[config.mk]
export PLATFORM = sky130hd
export DESIGN_NAME = alarm_clock_core
export DESIGN_NICKNAME = d
export VERILOG_FILES = /design/src/rtl/alarm_clock_core.sv
export SDC_FILE = /design/constraint.sdc
export NUM_CORES = 1
export LEC_CHECK = 0
export CAP_MARGIN = 25
export CORE_ASPECT_RATIO = 0.5
export CORE_MARGIN = 5
export CORE_UTILIZATION = 30
export CTS_CLUSTER_SIZE = 20
export DETAILED_ROUTE_END_ITERATION = 12
export PLACE_DENSITY = 0.45
export SLEW_MARGIN = 15
export SYNTH_ARGS = -nofsm -noshare
export SYNTH_HDL_FRONTEND = slang
export SYNTH_SLANG_ARGS = --single-unit
[constraint.sdc]
create_clock -name clk_i -period 3.2 [get_ports clk_i]
set_clock_uncertainty 0.15 [all_clocks]
set_input_delay 0.48 -clock clk_i [delete_from_list [all_inputs] [get_ports clk_i]]
set_output_delay 0.48 -clock clk_i [all_outputs]
set_load 0.005 [all_outputs]
[src/rtl/alarm_clock_core.sv]
// Time-of-day counter with programmable alarm, snooze and 12/24-hour display.
// Set, snooze and dismiss are level inputs; only their registered rising edges act.
`timescale 1ns/1ps
module alarm_clock_core #(
  parameter int CLK_HZ     = 50_000_000,
  parameter int SNOOZE_MIN = 5,
  parameter int RING_SEC   = 60
) (
  input  logic       clk_i,
  input  logic       rst_ni,
  input  logic       mode_12h_i,
  input  logic       set_hr_i,
  input  logic       set_min_i,
  input  logic       set_alarm_i,
  input  logic       alarm_en_i,
  input  logic       snooze_i,
  input  logic       dismiss_i,
  output logic       tick_o,
  output logic [5:0] sec_o,
  output logic [5:0] min_o,
  output logic [4:0] hr_o,
  output logic [4:0] disp_hr_o,
  output logic       pm_o,
  output logic [4:0] alarm_hr_o,
  output logic [5:0] alarm_min_o,
  output logic       ringing_o,
  output logic       snoozing_o,
  output logic [1:0] state_o
);
  localparam int CW = $clog2(CLK_HZ);
  localparam logic [CW-1:0] PRE_LAST  = CW'(CLK_HZ - 1);
  localparam logic [7:0]    RING_LAST = 8'(RING_SEC - 1);
  localparam logic [6:0]    SNZ_ADD   = 7'(SNOOZE_MIN);

  typedef enum logic [1:0] {
    ST_IDLE   = 2'd0,
    ST_RING   = 2'd1,
    ST_SNOOZE = 2'd2
  } state_e;

  state_e        state_q, state_d;
  logic [CW-1:0] cnt_q, cnt_d;
  logic [5:0]    sec_q, sec_d, min_q, min_d;
  logic [4:0]    hr_q, hr_d;
  logic [4:0]    alarm_hr_q, alarm_hr_d, snz_hr_q, snz_hr_d;
  logic [5:0]    alarm_min_q, alarm_min_d, snz_min_q, snz_min_d;
  logic [7:0]    ring_cnt_q, ring_cnt_d;
  logic [3:0]    in_prev_q, edge_q, in_now;
  logic          hr_edge, min_edge, snooze_edge, dismiss_edge;
  logic          tick, time_set, tick_eff, minute_start, alarm_match, snz_match;
  logic [4:0]    hr_inc, tgt_hr;
  logic [5:0]    tgt_min;
  logic [6:0]    snz_sum;

  assign in_now = {dismiss_i, snooze_i, set_min_i, set_hr_i};
  assign {dismiss_edge, snooze_edge, min_edge, hr_edge} = edge_q;

  assign tick     = (cnt_q == PRE_LAST);
  assign time_set = (hr_edge | min_edge) & ~set_alarm_i;
  assign tick_eff = tick & ~time_set;
  assign hr_inc   = (hr_q == 5'd23) ? 5'd0 : hr_q + 5'd1;

  // A time edit wins over a coincident tick; the tick's increment is dropped.
  always_comb begin
    sec_d = sec_q;
    min_d = min_q;
    hr_d  = hr_q;
    cnt_d = tick ? '0 : cnt_q + 1'b1;
    if (time_set) begin
      sec_d = '0;
      cnt_d = '0;
      if (hr_edge)  hr_d  = hr_inc;
      if (min_edge) min_d = (min_q == 6'd59) ? 6'd0 : min_q + 6'd1;
    end else if (tick) begin
      if (sec_q == 6'd59) begin
        sec_d = '0;
        if (min_q == 6'd59) begin
          min_d = '0;
          hr_d  = hr_inc;
        end else begin
          min_d = min_q + 6'd1;
        end
      end else begin
        sec_d = sec_q + 6'd1;
      end
    end
  end

  always_comb begin
    alarm_hr_d  = alarm_hr_q;
    alarm_min_d = alarm_min_q;
    if (set_alarm_i && hr_edge)
      alarm_hr_d = (alarm_hr_q == 5'd23) ? 5'd0 : alarm_hr_q + 5'd1;
    if (set_alarm_i && min_edge)
      alarm_min_d = (alarm_min_q == 6'd59) ? 6'd0 : alarm_min_q + 6'd1;
  end

  always_comb begin
    snz_sum = {1'b0, min_q} + SNZ_ADD;
    tgt_hr  = hr_q;
    tgt_min = snz_sum[5:0];
    if (snz_sum >= 7'd60) begin
      tgt_min = 6'(snz_sum - 7'd60);
      tgt_hr  = hr_inc;
    end
  end

  // Matches fire only on a real tick that rolls the seconds over to zero.
  assign minute_start = tick_eff & (sec_q == 6'd59);
  assign alarm_match  = minute_start & (hr_d == alarm_hr_q) & (min_d == alarm_min_q);
  assign snz_match    = minute_start & (hr_d == snz_hr_q) & (min_d == snz_min_q);

  always_comb begin
    state_d    = state_q;
    ring_cnt_d = ring_cnt_q;
    snz_hr_d   = snz_hr_q;
    snz_min_d  = snz_min_q;
    case (state_q)
      ST_IDLE: begin
        if (alarm_en_i && alarm_match) begin
          state_d    = ST_RING;
          ring_cnt_d = '0;
        end
      end
      ST_RING: begin
        if (!alarm_en_i || dismiss_edge) begin
          state_d = ST_IDLE;
        end else if (snooze_edge) begin
          state_d   = ST_SNOOZE;
          snz_hr_d  = tgt_hr;
          snz_min_d = tgt_min;
        end else if (tick_eff) begin
          if (ring_cnt_q == RING_LAST) state_d = ST_IDLE;
          else ring_cnt_d = ring_cnt_q + 8'd1;
        end
      end
      ST_SNOOZE: begin
        if (!alarm_en_i || dismiss_edge) begin
          state_d = ST_IDLE;
        end else if (snz_match) begin
          state_d    = ST_RING;
          ring_cnt_d = '0;
        end
      end
      default: state_d = ST_IDLE;
    endcase
  end

  always_ff @(posedge clk_i or negedge rst_ni) begin
    if (!rst_ni) begin
      state_q     <= ST_IDLE;
      cnt_q       <= '0;
      sec_q       <= '0;
      min_q       <= '0;
      hr_q        <= '0;
      alarm_hr_q  <= '0;
      alarm_min_q <= '0;
      snz_hr_q    <= '0;
      snz_min_q   <= '0;
      ring_cnt_q  <= '0;
      in_prev_q   <= '0;
      edge_q      <= '0;
    end else begin
      state_q     <= state_d;
      cnt_q       <= cnt_d;
      sec_q       <= sec_d;
      min_q       <= min_d;
      hr_q        <= hr_d;
      alarm_hr_q  <= alarm_hr_d;
      alarm_min_q <= alarm_min_d;
      snz_hr_q    <= snz_hr_d;
      snz_min_q   <= snz_min_d;
      ring_cnt_q  <= ring_cnt_d;
      in_prev_q   <= in_now;
      edge_q      <= in_now & ~in_prev_q;
    end
  end

  always_comb begin
    disp_hr_o = hr_q;
    if (mode_12h_i) begin
      if (hr_q == 5'd0)       disp_hr_o = 5'd12;
      else if (hr_q > 5'd12)  disp_hr_o = hr_q - 5'd12;
    end
  end

  assign tick_o      = tick;
  assign sec_o       = sec_q;
  assign min_o       = min_q;
  assign hr_o        = hr_q;
  assign pm_o        = (hr_q >= 5'd12);
  assign alarm_hr_o  = alarm_hr_q;
  assign alarm_min_o = alarm_min_q;
  assign ringing_o   = (state_q == ST_RING);
  assign snoozing_o  = (state_q == ST_SNOOZE);
  assign state_o     = state_q;
endmodule

==> reports/results.txt <==
max-cap viol count - 0
Setup-failing EPs final - 8
diodes inserted - 0
Final nets - 793
cell area after synthesis - 0.00532 mm²
Compound-Gate Fraction of Synth Area - 17.8%
internal power - 2.60 mW
Syn Area/Cell - 8.83 µm²
total CTS buffers - 9
WL per Instance - 16.0 µm
synth top area cells - dfrtp_1, xor2_1, nand2_1, o21ai_0, nor2_1
DRC Markers - 0
Global Route Usage Sum - 16.0%
initial DRC count - 302
post-synthesis mux area share - 2.00%
post-DP HPWL - 12200 µm
post-synth top area share - 39.0%
fin cells - 1005
core area - 0.0174 mm²
Setup WS pre-CTS - -0.740 ns
Fin. Hold Viols - 0
number of register bits inferred by synthesis - 83
Die Ht - 104 µm
register share of total power - 32.3%
Max transition margin - 61.2%
clk sinks - 83
DR vias - 5107
status - finished, violations left
WL final - 16100 µm
most common cell after layout, fill and taps aside - buf_4
layout cells sized above 1 - 25.0%
Req. time, crit path - 3.28 ns
CTS tree - yes
filler instances - 1751
GR Overflow Total - 0
Critical Path Start Type - flip-flop
first-pass GRT wire length - 26700 µm
Period minus WS final - 3.37 ns
largest fanout on the critical path - 4
sw power - 1.48 mW
Seq/Total Area, Yosys - 39.0%
Warnings, synthesis - 0
hold crit path type - flip-flop to flip-flop
antenna violations before repair - 0
Placer Congestion - 0.850
DIE AREA - 0.0207 mm²
clk_lat worst skew - 0.35 ns
xor/xnor cell area share of the yosys netlist - 8.23%
Worst Setup Slack, final - -0.170 ns
failing checks - setup timing
dominant synthesized flop cell - dfrtp_1
Starting Density - 30.6%
Layout area overhead - 40.7%
pwr/cell area - 545 mW/mm²
combinational share of power - 44.3%
Post-synth EDFFs - 0
Root Driver - clkbuf_16
Peak VDD IR - 0.000279 V
die width - 198 µm
I/O pin cnt - 48
vias per inst - 5.08
H-tree depth - 3
main combinational cell family by area after synthesis - simple AND/OR/NAND/NOR gates
Sw Ratio - 36.2%
largest net degree at the start of global routing - 47
FP Rows - 34
Yosys cell types - 71
critical path capture point type - flip-flop
unrepaired setup endpoints after global routing - true
Pleak - 3.26 nW
maximum clock frequency - 297 MHz
clock share of power - 23.4%
Yosys top cell by area - dfrtp_1
asr flop ratio synth - 100%
Worst Tran Pin Value - 0.577 ns
syn_nets - 629
Worst Path Arrival - 3.45 ns
most frequent cells in the layout - buf_4, dfrtp_1, nand2_1
Final Max Slew Viols - 0
Max clock buf depth - 2
fin crit share - 105%
adder-cell share of the synthesized area - 4.00%
clk slew on worst S/H paths - 0.06 ns
DR pass1 iterations - 5
Routed Antenna Nets - 0
Syn Inst Count - 603
Port Buffers - 47
critical path type - flip-flop to flip-flop
Util after Layout - 43.0%
# placed instances - 977
vias in the first global route - 4982
Post-Synth Simple-Gate Area - 25.9%
## layer usage
layer  wire (µm)  vias up  share of wire [%]  track usage, %
met1        8070     2475                 50            22.5
li1            -     2512                  -               -
met2        7130      106                 44            25.1
met4         161        0                1.0            3.49
met3         760       14                4.7            3.43
met5           0        -                  0               0
## through the flow
stage,setup TNS [ns],hold WS (ns),power [mW],cell area (µm²)
after detailed placement,-7.04,0.233,3.03,6890
after global placement,-5.93,0.232,3.03,6890
after global routing,-1.79,0.249,4.35,7490
after floorplan,-0.210,0.0344,2.16,5350
after CTS,-0.557,0.241,4.03,7270
final,-0.753,0.241,4.08,7490
## power by group through the flow
| stage | clock network [mW] | logic, mW | registers (mW) |
|---|---|---|---|
| 6_report | 0.955 | 1.81 | 1.32 |
| 2_1_floorplan | 0 | 0.821 | 1.34 |
| 3_3_place_gp | 0 | 1.70 | 1.33 |
| 4_1_cts | 0.984 | 1.73 | 1.32 |
| 3_5_place_dp | 0 | 1.69 | 1.34 |
| 5_1_grt | 1.02 | 1.99 | 1.34 |
## critical path, stage by stage, from the launching register on
cell      delay [ns]
dfrtp_1         0.38
ha_2            0.19
and4b_1         0.20
buf_4           0.14
and2_4          0.17
nand4_1         0.19
a211oi_2        0.11
buf_4           0.15
or3_4           0.38
a2111o_1        0.49
o21a_4          0.24
a221o_1         0.26
a22o_1          0.20
## flip-flops by register name, summed over array words and instances, names as in the netlist
register,cells
alarm_hr_o,5
alarm_min_o,6
cnt_q,26
edge_q,4
hr_o,5
in_prev_q,4
min_o,6
ring_cnt_q,8
sec_o,6
snz_hr_q,5
snz_min_q,6
state_o,2
## logic make-up (layout without fill, tap and decap cells)
logic type / Yosys count / after routing
and+or+nand+nor: 266 / 266
AOI/OAI and AO/OA: 136 / 136
DFF: 83 / 83
xor gates and xnor gates: 50 / 50
buffers and inverters: 41 / 209
adders and majority gates: 17 / 17
muxes: 10 / 10
## repair_timing
item	CTS	global route
hold endpoints to repair	25	0
pin swaps	13	10
endpoints found under the setup margin	10	10
buffers inserted	5	7
hold buffers	1	0
gates resized for setup	17	32
## Yosys cell counts, types with 3 or more instances
cell,instances
or3_1,4
o221ai_1,5
nand3_1,31
ha_1,17
clkbuf_1,18
nand3b_1,5
a211oi_1,3
and3b_1,3
a21boi_0,3
o2111ai_1,3
nand2_1,66
o211ai_1,6
nor3_1,10
o2111a_1,3
o21ai_0,46
nand2b_1,7
mux2i_1,5
and4_1,6
a22o_1,7
and2_1,11
a31oi_1,7
nor2b_1,11
xnor2_1,20
a211o_1,3
nor4_1,8
or4_1,3
o2bb2ai_1,3
a21oi_1,17
nor4b_1,3
and3_1,13
mux2_2,4
xor2_1,30
dfrtp_1,83
nand4_1,15
o21a_1,4
nor2_1,58
inv_1,17
## cell type report
cell class / count / area (µm²) / area share (%)
Clock inverter: 5 / 31.3 / 0.418
Clock buffer: 10 / 229 / 3.06
Tap cell: 234 / 293 / 3.91
Sequential cell: 83 / 2080 / 27.8
Multi-Input combinational cell: 479 / 3330 / 44.5
Inverter: 17 / 63.8 / 0.852
Timing Repair Buffer: 177 / 1460 / 19.5
## worst paths after layout
path,start,depth (start not counted),slack [ns],end
max,sec_o[0],12,-0.17,ring_cnt_q[4]
min,in_prev_q[3],1,0.24,edge_q[3]
max reg2reg,sec_o[0],12,-0.17,ring_cnt_q[4]
min reg2reg,in_prev_q[3],1,0.24,edge_q[3]
max in group asynchronous,rst_ni,3,1.75,ring_cnt_q[3]
min in group asynchronous,rst_ni,2,0.50,cnt_q[16]
No activity file was read; power rests on OpenSTA's default activity.
